## config.mk

```make
export PLATFORM = sky130hd
export DESIGN_NAME = mc_control_unit
export DESIGN_NICKNAME = d
export VERILOG_FILES = /design/src/rtl/mc_ctrl_pkg.sv /design/src/rtl/mc_alu_decoder.sv /design/src/rtl/mc_control_unit.sv
export SDC_FILE = /design/constraint.sdc
export NUM_CORES = 1
export LEC_CHECK = 0
export ABC_AREA = 1
export CAP_MARGIN = 40
export CORE_UTILIZATION = 50
export CTS_CLUSTER_SIZE = 16
export DETAILED_ROUTE_END_ITERATION = 16
export DONT_BUFFER_PORTS = 1
export MAX_ROUTING_LAYER = met4
export PLACE_DENSITY_LB_ADDON = 0.25
export SKIP_LAST_GASP = 1
export SLEW_MARGIN = 15
export SYNTH_ARGS = -nofsm -noshare
export SYNTH_HDL_FRONTEND = slang
export SYNTH_HIERARCHICAL = 1
export SYNTH_SLANG_ARGS = --single-unit
```

## constraint.sdc

```tcl
create_clock -name clk -period 2.6 [get_ports clk]
set_input_delay 0.78 -clock clk [delete_from_list [all_inputs] [get_ports clk]]
set_output_delay 0.78 -clock clk [all_outputs]
set_load 0.05 [all_outputs]
```

## src/rtl/mc_ctrl_pkg.sv

```systemverilog
// Shared constants for the multicycle control unit: state encodings, ALU codes,
// opcode classes, ALU command field values and datapath select encodings.
package mc_ctrl_pkg;

    localparam int unsigned STATE_W = 4;

    localparam logic [STATE_W-1:0] FETCH  = 4'd0;
    localparam logic [STATE_W-1:0] DECODE = 4'd1;
    localparam logic [STATE_W-1:0] MEMADR = 4'd2;
    localparam logic [STATE_W-1:0] MEMRD  = 4'd3;
    localparam logic [STATE_W-1:0] MEMWB  = 4'd4;
    localparam logic [STATE_W-1:0] MEMWR  = 4'd5;
    localparam logic [STATE_W-1:0] EXECR  = 4'd6;
    localparam logic [STATE_W-1:0] EXECI  = 4'd7;
    localparam logic [STATE_W-1:0] ALUWB  = 4'd8;
    localparam logic [STATE_W-1:0] BRANCH = 4'd9;
    localparam logic [STATE_W-1:0] FAULT  = 4'd10;

    localparam logic [2:0] ALU_ADD = 3'b000;
    localparam logic [2:0] ALU_SUB = 3'b001;
    localparam logic [2:0] ALU_AND = 3'b010;
    localparam logic [2:0] ALU_ORR = 3'b011;
    localparam logic [2:0] ALU_EOR = 3'b100;
    localparam logic [2:0] ALU_MOV = 3'b101;

    localparam logic [3:0] CMD_AND = 4'b0000;
    localparam logic [3:0] CMD_EOR = 4'b0001;
    localparam logic [3:0] CMD_SUB = 4'b0010;
    localparam logic [3:0] CMD_ADD = 4'b0100;
    localparam logic [3:0] CMD_TST = 4'b1000;
    localparam logic [3:0] CMD_CMP = 4'b1010;
    localparam logic [3:0] CMD_ORR = 4'b1100;
    localparam logic [3:0] CMD_MOV = 4'b1101;

    localparam logic [1:0] OP_DP  = 2'b00;
    localparam logic [1:0] OP_MEM = 2'b01;
    localparam logic [1:0] OP_BR  = 2'b10;

    localparam logic [1:0] SRCA_RD1    = 2'b00;
    localparam logic [1:0] SRCA_PC     = 2'b01;
    localparam logic [1:0] SRCA_ALUOUT = 2'b10;

    localparam logic [1:0] SRCB_RD2  = 2'b00;
    localparam logic [1:0] SRCB_IMM  = 2'b01;
    localparam logic [1:0] SRCB_FOUR = 2'b10;

    localparam logic [1:0] RES_ALUOUT    = 2'b00;
    localparam logic [1:0] RES_DATA      = 2'b01;
    localparam logic [1:0] RES_ALURESULT = 2'b10;

    function automatic logic is_wait_state(input logic [STATE_W-1:0] s);
        return (s == FETCH) || (s == MEMRD) || (s == MEMWR);
    endfunction

endpackage

```

## src/rtl/mc_alu_decoder.sv

```systemverilog
// Combinational ALU decoder: maps cmd/S bits to ALUControl, FlagW and a
// register-write suppression flag. Outputs are zero when not active.
module mc_alu_decoder
    import mc_ctrl_pkg::*;
#(
    parameter int unsigned ALUCTRL_W = 3,
    parameter bit          EXT_OPS   = 1'b1
) (
    input  logic [5:0]           Funct,
    input  logic                 active,
    output logic [ALUCTRL_W-1:0] ALUControl,
    output logic [1:0]           FlagW,
    output logic                 NoWrite
);

    logic [2:0] code;
    logic       known;
    logic       arith;
    logic       cmp_like;
    logic       unused_funct;

    assign unused_funct = Funct[5];

    always_comb begin
        code     = ALU_ADD;
        known    = 1'b1;
        arith    = 1'b0;
        cmp_like = 1'b0;
        case (Funct[4:1])
            CMD_ADD: begin code = ALU_ADD; arith = 1'b1; end
            CMD_SUB: begin code = ALU_SUB; arith = 1'b1; end
            CMD_AND: code = ALU_AND;
            CMD_ORR: code = ALU_ORR;
            CMD_EOR: if (EXT_OPS) code = ALU_EOR; else known = 1'b0;
            CMD_MOV: if (EXT_OPS) code = ALU_MOV; else known = 1'b0;
            CMD_CMP: begin
                if (EXT_OPS) begin
                    code     = ALU_SUB;
                    arith    = 1'b1;
                    cmp_like = 1'b1;
                end else begin
                    known = 1'b0;
                end
            end
            CMD_TST: begin
                if (EXT_OPS) begin
                    code     = ALU_AND;
                    cmp_like = 1'b1;
                end else begin
                    known = 1'b0;
                end
            end
            default: known = 1'b0;
        endcase

        ALUControl = '0;
        FlagW      = 2'b00;
        NoWrite    = 1'b0;
        if (active) begin
            // Unknown commands fall back to ADD with no side effects at all
            ALUControl = ALUCTRL_W'(code);
            NoWrite    = cmp_like | ~known;
            if (known) FlagW = {Funct[0], Funct[0] & arith};
        end
    end

endmodule

```

## src/rtl/mc_control_unit.sv

```systemverilog
// Multicycle control unit: main FSM with memory handshake, wait-state timeout
// and sticky fault, driving datapath selects and strobes.
module mc_control_unit
    import mc_ctrl_pkg::*;
#(
    parameter int unsigned ALUCTRL_W = 3,
    parameter bit          EXT_OPS   = 1'b1,
    parameter int unsigned TIMEOUT   = 16
) (
    input  logic                 clk,
    input  logic                 reset,
    input  logic [1:0]           Op,
    input  logic [5:0]           Funct,
    input  logic [3:0]           Rd,
    input  logic                 MemReady,
    output logic [1:0]           FlagW,
    output logic                 PCS,
    output logic                 NextPC,
    output logic                 RegW,
    output logic                 MemW,
    output logic                 MemRd,
    output logic                 IRWrite,
    output logic                 AdrSrc,
    output logic [1:0]           ResultSrc,
    output logic [1:0]           ALUSrcA,
    output logic [1:0]           ALUSrcB,
    output logic [1:0]           ImmSrc,
    output logic [1:0]           RegSrc,
    output logic [ALUCTRL_W-1:0] ALUControl,
    output logic                 Fault
);

    localparam int unsigned CNT_W = (TIMEOUT > 0) ? $clog2(TIMEOUT + 1) : 1;
    localparam logic [CNT_W-1:0] CNT_LAST = CNT_W'(TIMEOUT - 1);

    logic [STATE_W-1:0] state_q, state_d;
    logic [CNT_W-1:0]   cnt_q, cnt_d;
    logic               nowrite_q;
    logic               exec_active;
    logic               alu_nowrite;
    logic               timeout;
    logic               branch;

    assign exec_active = (state_q == EXECR) || (state_q == EXECI);
    assign timeout     = (TIMEOUT > 0) && !MemReady && (cnt_q == CNT_LAST);
    assign Fault       = (state_q == FAULT);

    mc_alu_decoder #(
        .ALUCTRL_W (ALUCTRL_W),
        .EXT_OPS   (EXT_OPS)
    ) u_alu_decoder (
        .Funct      (Funct),
        .active     (exec_active && !reset),
        .ALUControl (ALUControl),
        .FlagW      (FlagW),
        .NoWrite    (alu_nowrite)
    );

    always_comb begin
        state_d = state_q;
        case (state_q)
            FETCH:  if (MemReady) state_d = DECODE; else if (timeout) state_d = FAULT;
            DECODE: begin
                case (Op)
                    OP_DP:   state_d = Funct[5] ? EXECI : EXECR;
                    OP_MEM:  state_d = MEMADR;
                    OP_BR:   state_d = BRANCH;
                    default: state_d = FAULT;
                endcase
            end
            EXECR, EXECI: state_d = ALUWB;
            ALUWB:  state_d = FETCH;
            MEMADR: state_d = Funct[0] ? MEMRD : MEMWR;
            MEMRD:  if (MemReady) state_d = MEMWB; else if (timeout) state_d = FAULT;
            MEMWB:  state_d = FETCH;
            MEMWR:  if (MemReady) state_d = FETCH; else if (timeout) state_d = FAULT;
            BRANCH: state_d = FETCH;
            FAULT:  state_d = FAULT;
            default: state_d = FAULT;
        endcase
    end

    // Counting only while waiting in place; any exit or ready cycle clears it
    always_comb begin
        cnt_d = '0;
        if (is_wait_state(state_q) && !MemReady && (state_d == state_q)) begin
            cnt_d = cnt_q + 1'b1;
        end
    end

    always_ff @(posedge clk) begin
        if (reset) begin
            state_q   <= FETCH;
            cnt_q     <= '0;
            nowrite_q <= 1'b0;
        end else begin
            state_q <= state_d;
            cnt_q   <= cnt_d;
            if (exec_active) nowrite_q <= alu_nowrite;
        end
    end

    always_comb begin
        NextPC    = 1'b0;
        RegW      = 1'b0;
        MemW      = 1'b0;
        MemRd     = 1'b0;
        IRWrite   = 1'b0;
        AdrSrc    = 1'b0;
        ResultSrc = RES_ALUOUT;
        ALUSrcA   = SRCA_RD1;
        ALUSrcB   = SRCB_RD2;
        ImmSrc    = 2'b00;
        RegSrc    = 2'b00;
        branch    = 1'b0;
        if (!reset) begin
            ImmSrc = Op;
            RegSrc = {Op == OP_MEM, Op == OP_BR};
            case (state_q)
                FETCH: begin
                    MemRd     = 1'b1;
                    IRWrite   = MemReady;
                    NextPC    = MemReady;
                    ALUSrcA   = SRCA_PC;
                    ALUSrcB   = SRCB_FOUR;
                    ResultSrc = RES_ALURESULT;
                end
                DECODE: begin
                    ALUSrcA   = SRCA_PC;
                    ALUSrcB   = SRCB_FOUR;
                    ResultSrc = RES_ALURESULT;
                end
                EXECI:  ALUSrcB = SRCB_IMM;
                ALUWB:  RegW = ~nowrite_q;
                MEMADR: ALUSrcB = SRCB_IMM;
                MEMRD: begin
                    AdrSrc = 1'b1;
                    MemRd  = 1'b1;
                end
                MEMWB: begin
                    ResultSrc = RES_DATA;
                    RegW      = 1'b1;
                end
                MEMWR: begin
                    AdrSrc = 1'b1;
                    MemW   = 1'b1;
                end
                BRANCH: begin
                    ALUSrcA   = SRCA_ALUOUT;
                    ALUSrcB   = SRCB_IMM;
                    ResultSrc = RES_ALURESULT;
                    branch    = 1'b1;
                end
                default: ;
            endcase
        end
        PCS = ((Rd == 4'hF) & RegW) | branch;
    end

endmodule

```

==> qor.yml, run 1 <==
sta:
  fin_skew_ns: 0.00729
  finalCritPeriodShare_pct: 94.8
  drv_slew: 0
  worst_slack_ns: 0.136
  rsz0062_at_grt: "false"
  min_period_ns: 2.46
  finalHoldViolCount: 0
  final-setup-viol-count: 0
  slew_headroom_pct: 63.5
  max_freq_ghz: 0.406
  whs_ns: 0.444
  tightest_slew_ns: 0.547
logic_synthesis:
  synthArstFlopShare_pct: 0
  postSynthAreaPerCell_um2: 5.71
  synth-main-ff-cell: "dfxtp_1"
  synth_area_leaders: "dfxtp_1 22%, nor2_1 14%, nand2_1 12%, inv_1 9.1%, nand3_1 6.6%"
  synth_top_cell_by_area: "dfxtp_1"
  synthTopCellsByCount: "34 x nor2_1, 28 x nand2_1, 22 x inv_1"
  syn_area_um2: 908
  syn_inst: 159
  synth_edf_count: 0
  yosys_warnings: 6
  yosysTopAreaCellShare_pct: 22.0
  synth_cell_types: 25
  yosysMostFrequentCell: "nor2_1"
  ys_seq_elements: 10
  ys_seq_area_share_pct: 22.0
  synth_fp_nets: 176
flow_run:
  drv_cap: 0
power_and_ir_drop:
  clkPwrFrac_pct: 16.4
  power_switching_uw: 311
  ir_worst_vdd_mv: 0.400
  seqPwrFrac_pct: 29.7
  power-per-cell-area_nw_per_um2: 541
  p_sw_share_pct: 48.6
  power_leakage_nw: 0.572
  pwr-share-comb_pct: 53.9
  p_int_uw: 329
run_status:
  status: "complete, no violations"
global_route:
  grt_pass1_wl_um: 3410
  groute.usage.overall_pct: 23.4
  grt_pass1_vias: 852
  grt_max_degree: 19
  grt_overflow: 0
  antenna_found_initial: 0
layout:
  area.growth.synth_to_final_pct: 30.3
  n_fill_cell: 162
  layout.nets: 193
  drive_gt1_share_pct: 33.3
  antennaDiodeCount: 0
  fin_cells: 199
route:
  drtPass1Iterations: 4
  route.detailed.drc: 0
  vias: 1001
  wl_um: 2150
  wl_met2_um: 1050
  ant_nets: 0
  met3WireLength_um: 134
  m1WireLength_um: 960
  wl_per_cell_um: 10.8
  first_iter_violations: 18
  via_per_inst: 5.03
  top_layer: "met4"
setup_path:
  critPathMaxStageDelay_ns: 0.42
  crit_fanout: 6
  crit_start: "state_q[1]$_SDFF_PP0_"
  crit_chain: "buf_4 > nand2_1 > nor2_1 > o21ai_0 > inv_1"
  crit_path_start_kind: "flip-flop"
  crit_path_end_kind: "output pin"
  cp.arrival_ns: 1.68
  slowest_stage: "dfxtp_1"
  cp.required_ns: 1.82
  reg2reg_from: "cnt_q[0]$_SDFF_PP0_"
  worstSetupPathType: "reg2out"
floorplan:
  start_util_pct: 53.2
  row_count: 15
  die_area_um2: 1990
  ioPinCount: 38
  die_x_um: 44.6
  core_um2: 1710
  die_y_um: 44.6
clocking:
  cts_sinks: 10
  numCtsBuffers: 3
  cts_tree: "built"
  cts_buffer_depth: 2
  post-cts-setup-buffer-count: 0
  root_buffer: "clkbuf_4"
  path_clk_slew_ns: 0.07
  ctsHoldBuffers: 0
  clk_latency_ns: 0.26
  cts.htree.levels: 1
place:
  dp_cells: 196
  hpwl_um: 1750
  portBuffers: 0
  gp_congestion: 0.895
  pre_cts_ws_ns: 0.355
hold_path:
  min_path_type: "reg2reg"
  min_from: "cnt_q[0]$_SDFF_PP0_"
## power groups by stage
| stage | Sequential, mW | Combinational (mW) | Clock [mW] |
|---|---|---|---|
| 4_1_cts | 0.189 | 0.344 | 0.108 |
| 3_3_place_gp | 0.192 | 0.338 | 0 |
| 2_1_floorplan | 0.185 | 0.289 | 0 |
| 5_1_grt | 0.193 | 0.372 | 0.114 |
| 3_5_place_dp | 0.193 | 0.343 | 0 |
| 6_report | 0.190 | 0.345 | 0.105 |
## placed cells by master (no fill, tap or decap)
cell and instances:
a21oi_1 6, a21oi_2 2, a21oi_4 2, and3_1 2, buf_12 1, buf_4 15
clkbuf_4 3, dfxtp_1 9, dfxtp_2 1, ha_1 2, inv_1 22, inv_2 6
nand2_1 28, nand2_2 5, nand2_4 1, nand3_1 11, nand3_2 4, nand4_1 1
nor2_1 26, nor2_2 10, nor2_4 3, nor3_2 1, nor3_4 1, nor4_2 1
nor4_4 1, o21ai_0 5, o21ai_1 1, o21ai_4 1, or2_1 1, xnor2_1 1
xor2_1 1
## final cells by class
cell class / instances / area [um^2] / area share (%)
Inverter: 28 / 105 / 8.88
Clock buffer: 3 / 22.5 / 1.90
Timing Repair Buffer: 16 / 133 / 11.2
Multi-Input combinational cell: 117 / 691 / 58.4
Tap cell: 25 / 31.3 / 2.64
Sequential cell: 10 / 201 / 17.0
## stage by stage
stage                     utilization (%)  power, mW  setup TNS (ns)  instance area [um^2]
after floorplan                         -      0.474          -0.223                  1030
after global placement               67.9      0.530               0                  1160
after detailed placement             67.9      0.536               0                  1160
after CTS                            69.2      0.641               0                  1180
after global routing                 69.3      0.679               0                  1180
final                                69.3      0.640               0                  1180
## registers in the layout, summed over array words and instances, names as in the netlist
| name | flops |
|---|---|
| nowrite_q | 1 |
| cnt_q | 5 |
| state_q | 4 |
## path summary, 6_finish.rpt
path                                       endpoint  cells after the start  slack (ns)
worst max-delay path                     ALUSrcB[0]                      5        0.14
worst min-delay path            cnt_q[0]$_SDFF_PP0_                      1        0.44
worst max register to register  cnt_q[1]$_SDFF_PP0_                      8        1.00
worst min register to register  cnt_q[0]$_SDFF_PP0_                      1        0.44
## critical path, delay by kind of cell, from the launching register on
family	cells	cell delay (ns)
AND/OR/NAND/NOR	2	0.32
AO/OA/AOI/OAI	1	0.16
buffers and inverters	2	0.53
flip-flops	1	0.42
## what timing repair did
item,4_1_cts,5_1_grt
hold endpoints to repair,0,0
gates resized for setup,0,1
setup endpoints to repair,0,1
## cell families (layout without fill, tap and decap cells)
| logic type | Yosys count | in the layout | share of synthesized area, % |
|---|---|---|---|
| compound gates | 17 | 17 | 9.37 |
| xor+xnor | 2 | 2 | 1.93 |
| fa+ha+maj | 2 | 2 | 2.75 |
| buf+inv | 32 | 47 | 14.5 |
| flops | 10 | 10 | 22.0 |
| simple gates | 96 | 96 | 49.4 |
## per-layer routing
layer  track usage [%]  vias to the layer above
li1                  -                      528
met1              27.3                      429
met2              42.1                       42
met3              3.67                        2
met4              4.24                        0
met5                 -                        -
No activity file was read; power rests on OpenSTA's default activity.
==> run 2: changes to the inputs <==
--- a/config.mk
+++ b/config.mk
@@ -12,7 +12,7 @@
 export DETAILED_ROUTE_END_ITERATION = 16
 export DONT_BUFFER_PORTS = 1
 export MAX_ROUTING_LAYER = met4
-export PLACE_DENSITY_LB_ADDON = 0.25
+export PLACE_DENSITY = 0.66
 export SKIP_LAST_GASP = 1
 export SLEW_MARGIN = 15
 export SYNTH_ARGS = -nofsm -noshare
==> qor.yml, run 2 (synthesized netlist as in run 1, its figures left out) <==
layout:
  n_fill_cell: 163  # was 162
  antennaDiodeCount: 0  # unchanged
  regMostFlops: "cnt_q"  # unchanged
  largest_reg_flops: 5  # unchanged
  area.growth.synth_to_final_pct: 32.2  # was 30.3%
  final_area_um2: 1200  # was 1180 um^2
  final_common_cell: "nand2_1"  # unchanged
  layout.nets: 193  # unchanged
  seqCellArea_um2: 201  # unchanged
  drive_gt1_share_pct: 34.3  # was 33.3%
  reg_top3: "cnt_q: 5 flops, state_q: 4 flops, nowrite_q: 1 flops"  # unchanged
  final_cell_mix: "28 x nand2_1, 26 x nor2_1, 21 x inv_1, 15 x buf_4, 11 x nand3_1"  # was 28 x nand2_1, 26 x nor2_1, 22 x inv_1, 15 x buf_4, 11 x nand3_1
  multi_input_area_um2: 691  # unchanged
flow_run:
  drv_cap: 0  # unchanged
clocking:
  cts_tree: "built"  # unchanged
  numCtsBuffers: 3  # unchanged
  cts.htree.levels: 1  # unchanged
  cts_sinks: 10  # unchanged
  root_buffer: "clkbuf_4"  # unchanged
  post-cts-setup-buffer-count: 0  # unchanged
  path_clk_slew_ns: 0.06  # was 0.07 ns
  clk_latency_ns: 0.26  # about the same
  cts_buffer_depth: 2  # unchanged
place:
  hpwl_um: 1850  # was 1750 um
  portBuffers: 0  # unchanged
  gp_congestion: 0.887  # was 0.895
  placedInstanceArea_um2: 1160  # unchanged
setup_path:
  cp.arrival_ns: 1.66  # was 1.68 ns
  crit_path_start_kind: "flip-flop"  # unchanged
  slowest_stage: "dfxtp_1"  # unchanged
  cp.required_ns: 1.82  # about the same
  crit_fanout: 8  # was 6
  crit_chain: "inv_2 > nand2_2 > inv_2 > nand2_4 > nor2_4 > nand2_1 > inv_1 > nand2_1 > clkinvlp_4"  # was buf_4 > nand2_1 > nor2_1 > o21ai_0 > inv_1
  critPathMaxStageDelay_ns: 0.56  # was 0.42 ns
  crit_buf_inv: 4  # was 2
  worstSetupPathType: "reg2out"  # unchanged
  crit_family: "flip-flops"  # was buffers and inverters
  crit_path_end_kind: "output pin"  # unchanged
global_route:
  groute.usage.overall_pct: 23.2  # was 23.4%
  grt_overflow: 0  # unchanged
  antenna_found_initial: 0  # unchanged
  gr-usage-met2_pct: 41.8  # was 42.1%
  grt.met1_usage_pct: 25.1  # was 27.3%
  grt_pass1_vias: 903  # was 852
  grt_pass1_wl_um: 3410  # unchanged
  grt_max_degree: 19  # unchanged
  globalRouteMet3Util_pct: 2.86  # was 3.67%
  busiest_layer: "met2"  # unchanged
run_status:
  status: "complete, no violations"  # unchanged
route:
  wl_um: 2230  # was 2150 um
  vias: 993  # was 1,001
  ant_nets: 0  # unchanged
  via_per_inst: 4.97  # was 5.03
  wl_per_cell_um: 11.2  # was 10.8 um
  drtPass1Iterations: 4  # unchanged
  route.detailed.drc: 0  # unchanged
  first_iter_violations: 14  # was 18
power_and_ir_drop:
  power_switching_uw: 313  # was 311 uW
  pwr-share-comb_pct: 51.2  # was 53.9%
  power-per-cell-area_nw_per_um2: 561  # was 541 nW/um^2
  p_int_uw: 361  # was 329 uW
  seqPwrFrac_pct: 28.5  # was 29.7%
  clkPwrFrac_pct: 20.3  # was 16.4%
  ir_worst_vdd_mv: 0.370  # was 0.400 mV
  power_uw: 674  # was 640 uW
  p_sw_share_pct: 46.5  # was 48.6%
  power_leakage_nw: 0.569  # was 0.572 nW
hold_path:
  min_path_type: "reg2reg"  # unchanged
sta:
  max_freq_ghz: 0.409  # was 0.406 GHz
  slew_headroom_pct: 63.1  # was 63.5%
  final-setup-viol-count: 0  # unchanged
  fin_skew_ns: 0.00660  # was 0.00729 ns
  finalCritPeriodShare_pct: 94.0  # was 94.8%
  min_period_ns: 2.44  # was 2.46 ns
  drv_slew: 0  # unchanged
  finalHoldViolCount: 0  # unchanged
  tightest_slew_ns: 0.553  # was 0.547 ns
  rsz0062_at_grt: "false"  # unchanged
floorplan:
  die_area_um2: 1990  # unchanged
  die_x_um: 44.6  # unchanged
  row_count: 15  # unchanged
  die_y_um: 44.6  # unchanged
  start_util_pct: 53.2  # unchanged
  ioPinCount: 38  # unchanged
  core_um2: 1710  # unchanged
[run 2: changes by cell type in the layout (fill, tap and decap cells not counted), sizes merged]
cell,before,now
clkbuf,3,4
inv,28,27
clkinvlp,0,1
[run 2: power groups by stage]
stage | registers, mW | clock network, mW | logic (mW)
floorplan | 0.185 | 0 | 0.289
global placement | 0.194 | 0 | 0.340
detailed placement | 0.195 | 0 | 0.343
CTS | 0.191 | 0.141 | 0.346
global route | 0.194 | 0.147 | 0.367
finish | 0.192 | 0.136 | 0.345
[run 2: metrics by stage]
step / util [%] / setup TNS (ns) / cells / worst slack (ns) / hold WS, ns
2_1_floorplan: - / -0.223 / 159 / -0.180 / 0.418
3_3_place_gp: 67.9 / 0 / 196 / 0.378 / 0.434
3_5_place_dp: 67.9 / 0 / 196 / 0.355 / 0.434
4_1_cts: 70.0 / 0 / 200 / 0.0823 / 0.449
5_1_grt: 70.3 / 0 / 200 / 0.0285 / 0.458
6_report: 70.3 / 0 / 200 / 0.157 / 0.446
[run 2: metal layers]
metal  up-vias  routed length, um
met5         -                  0
met4         0                 31
met3         6                123
met2        34               1160
met1       429                921
li1        524                  -
[run 2: final timing paths]
check	startpoint	endpoint	slack, ns	depth (start not counted)
setup / recovery	state_q[3]$_SDFF_PP0_	FlagW[1]	0.16	9
hold / removal	cnt_q[0]$_SDFF_PP0_	cnt_q[0]$_SDFF_PP0_	0.45	1
setup reg to reg	cnt_q[0]$_SDFF_PP0_	cnt_q[2]$_SDFF_PP0_	1.00	8
hold reg to reg	cnt_q[0]$_SDFF_PP0_	cnt_q[0]$_SDFF_PP0_	0.45	1
[run 2: timing repair]
item,in CTS,in global routing
hold endpoints to repair,0,0
endpoints found under the setup margin,0,3
hold buffers,0,0
resized for setup,0,2
[run 2: cell type report]
cell class                 count  share of cell area, %
clock buffer                   4                   3.02
inverter                      28                   9.06
multi-input combinational    117                   57.5
sequential                    10                   16.8
tap                           25                   2.60
timing repair buffer          16                   11.0
[run 2: worst reg2reg max path, stage by stage (launching register included)]
cell,delay [ns]
dfxtp_1,0.32
ha_1,0.22
and3_1,0.15
ha_1,0.19
o21ai_0,0.21
nor2_1,0.09
nor2_2,0.12
nand3_2,0.12
nor2_1,0.12
==> run 3: changes to the inputs <==
--- a/config.mk
+++ b/config.mk
@@ -12,7 +12,7 @@
 export DETAILED_ROUTE_END_ITERATION = 16
 export DONT_BUFFER_PORTS = 1
 export MAX_ROUTING_LAYER = met4
-export PLACE_DENSITY = 0.66
+export PLACE_DENSITY = 0.68
 export SKIP_LAST_GASP = 1
 export SLEW_MARGIN = 15
 export SYNTH_ARGS = -nofsm -noshare
==> constraint.sdc (replaced) <==
create_clock -name clk -period 2 [get_ports clk]
set_input_delay 0.6 -clock clk [delete_from_list [all_inputs] [get_ports clk]]
set_output_delay 0.6 -clock clk [all_outputs]
set_load 0.05 [all_outputs]
==> qor.yml, run 3 (synthesized netlist as in run 1, its figures left out) <==
layout:
  n_fill_cell: 119  # was 163
  largest_reg_flops: 5  # unchanged
  antennaDiodeCount: 0  # unchanged
  final_area_um2: 1440  # was 1200 um^2
  final_cell_mix: "25 x nand2_1, 24 x nor2_1, 20 x buf_4, 17 x inv_1, 10 x nand3_1"  # was 28 x nand2_1, 26 x nor2_1, 21 x inv_1, 15 x buf_4, 11 x nand3_1
  final_common_cell: "nand2_1"  # unchanged
  fin_cells: 212  # was 200
  layout.nets: 206  # was 193
  fin_util_pct: 84.0  # was 70.3%
  multi_input_area_um2: 736  # was 691 um^2
  seqCellArea_um2: 213  # was 201 um^2
  reg_top3: "cnt_q: 5 flops, state_q: 4 flops, nowrite_q: 1 flops"  # unchanged
  drive_gt1_share_pct: 46.0  # was 34.3%
  area.growth.synth_to_final_pct: 58.0  # was 32.2%
  regMostFlops: "cnt_q"  # unchanged
run_status:
  violations: "negative setup slack"
  status: "finished, violations left"  # was complete, no violations
clocking:
  cts_buffer_depth: 2  # unchanged
  cts_tree: "built"  # unchanged
  root_buffer: "clkbuf_4"  # unchanged
  clk_latency_ns: 0.26  # about the same
  path_clk_slew_ns: 0.06  # about the same
  numCtsBuffers: 3  # unchanged
  cts_sinks: 10  # unchanged
  cts.htree.levels: 1  # unchanged
sta:
  fin_skew_ns: 0.00310  # was 0.00660 ns
  finalHoldViolCount: 0  # unchanged
  finalSetupTns_ns: -0.0328  # was 0 ns
  min_period_ns: 2.02
  worst_slack_ns: -0.0205  # was 0.157 ns
  rsz0062_at_grt: "true"  # was false
  drv_slew: 0  # unchanged
  tightest_slew_ns: 0.314  # was 0.553 ns
  finalCritPeriodShare_pct: 101
  final-setup-viol-count: 5  # was 0
  max_freq_ghz: 0.495
  slew_headroom_pct: 78.8  # was 63.1%
place:
  placedInstanceArea_um2: 1290  # was 1160 um^2
  gp_congestion: 0.933  # was 0.887
  dp_cells: 201  # was 196
  hpwl_um: 1950  # was 1850 um
  portBuffers: 0  # unchanged
power_and_ir_drop:
  power-per-cell-area_nw_per_um2: 633  # was 561 nW/um^2
  ir_worst_vdd_mv: 0.428  # was 0.370 mV
  power_leakage_nw: 0.647  # was 0.569 nW
  power_uw: 908  # was 674 uW
floorplan:
  row_count: 15  # unchanged
  core_um2: 1710  # unchanged
  ioPinCount: 38  # unchanged
  die_area_um2: 1990  # unchanged
  start_util_pct: 53.2  # unchanged
  die_x_um: 44.6  # unchanged
  die_y_um: 44.6  # unchanged
route:
  drtPass1Iterations: 6  # was 4
  first_iter_violations: 53  # was 14
  wl_per_cell_um: 12.6  # was 11.2 um
  route.detailed.drc: 0  # unchanged
  wl_um: 2670  # was 2230 um
  vias: 1135  # was 993
  via_per_inst: 5.35  # was 4.97
  ant_nets: 0  # unchanged
setup_path:
  slowest_stage: "dfxtp_4"  # was dfxtp_1
  crit_path_start_kind: "flip-flop"  # unchanged
  crit_buf_inv: 3  # was 4
  cp.arrival_ns: 1.42  # was 1.66 ns
  crit_chain: "inv_4 > nand2_4 > inv_2 > nand2_4 > nor2_4 > nand3_2 > nor2_4 > buf_12"  # was inv_2 > nand2_2 > inv_2 > nand2_4 > nor2_4 > nand2_1 > inv_1 > nand2_1 > clkinvlp_4
  cp.required_ns: 1.40  # was 1.82 ns
  worstSetupPathType: "reg2out"  # unchanged
  crit_family: "simple AND/OR/NAND/NOR gates"  # was flip-flops
  crit_path_end_kind: "output pin"  # unchanged
  crit_fanout: 6  # was 8
  critPathMaxStageDelay_ns: 0.37  # was 0.56 ns
global_route:
  groute.usage.overall_pct: 26.5  # was 23.2%
  antenna_found_initial: 0  # unchanged
  grt_max_degree: 19  # unchanged
  grt_pass1_vias: 1017  # was 903
  grt_pass1_wl_um: 3840  # was 3410 um
  grt_overflow: 0  # unchanged
hold_path:
  min_path_type: "in2reg"  # was reg2reg
flow_run:
  drv_cap: 0  # unchanged
==> run 3: cell count changes in the layout (fill, tap and decap cells not counted), sizes merged <==
cell,change
buf,+13
clkbuf,-1
==> run 3: final timing paths <==
path | start | endpoint | slack [ns] | cells past startpoint
setup / recovery | state_q[3]$_SDFF_PP0_ | ALUControl[1] | -0.02 | 8
hold / removal | reset | state_q[0]$_SDFF_PP0_ | 0.40 | 1
setup reg to reg | cnt_q[0]$_SDFF_PP0_ | cnt_q[2]$_SDFF_PP0_ | 0.37 | 8
hold reg to reg | cnt_q[0]$_SDFF_PP0_ | cnt_q[0]$_SDFF_PP0_ | 0.45 | 1
==> run 3: per-stage QoR <==
| step | setup slack (ns) | hold WS, ns |
|---|---|---|
| 3_5_place_dp | 0.0777 | 0.441 |
| 5_1_grt | -0.0833 | 0.395 |
| 3_3_place_gp | 0.0945 | 0.429 |
| 6_report | -0.0205 | 0.401 |
| 4_1_cts | -0.0227 | 0.392 |
| 2_1_floorplan | -0.372 | 0.418 |
==> run 3: layout make-up <==
cell class	count	area share (%)
flip-flops and latches	10	14.8
well taps	25	2.18
inverters	28	7.76
clock buffers	3	1.57
repair buffers	29	22.4
multi-input cells	117	51.3
==> run 3: metal layers <==
layer | global-route usage, % | vias up | wire length [um]
met1 | 27.4 | 524 | 1030
met2 | 47.6 | 49 | 1430
met3 | 6.94 | 6 | 174
met4 | 9.70 | 0 | 29
met5 | - | - | 0
li1 | - | 556 | -
==> run 3: power breakdown <==
| part | leakage (nW) | internal [mW] | switching, mW |
|---|---|---|---|
| registers | 0.0838 | 0.222 | 0.0285 |
| logic | 0.550 | 0.187 | 0.339 |
| clock network | 0.0138 | 0.0692 | 0.0626 |
| total | 0.647 | 0.478 | 0.430 |
==> run 3: what timing repair did <==
| action | in CTS | in global routing |
|---|---|---|
| pin swaps | 3 | 6 |
| setup endpoints to repair | 10 | 12 |
| cloned | 0 | 0 |
| buffers inserted | 5 | 3 |
| resized for setup | 14 | 9 |
| hold buffers | 0 | 0 |
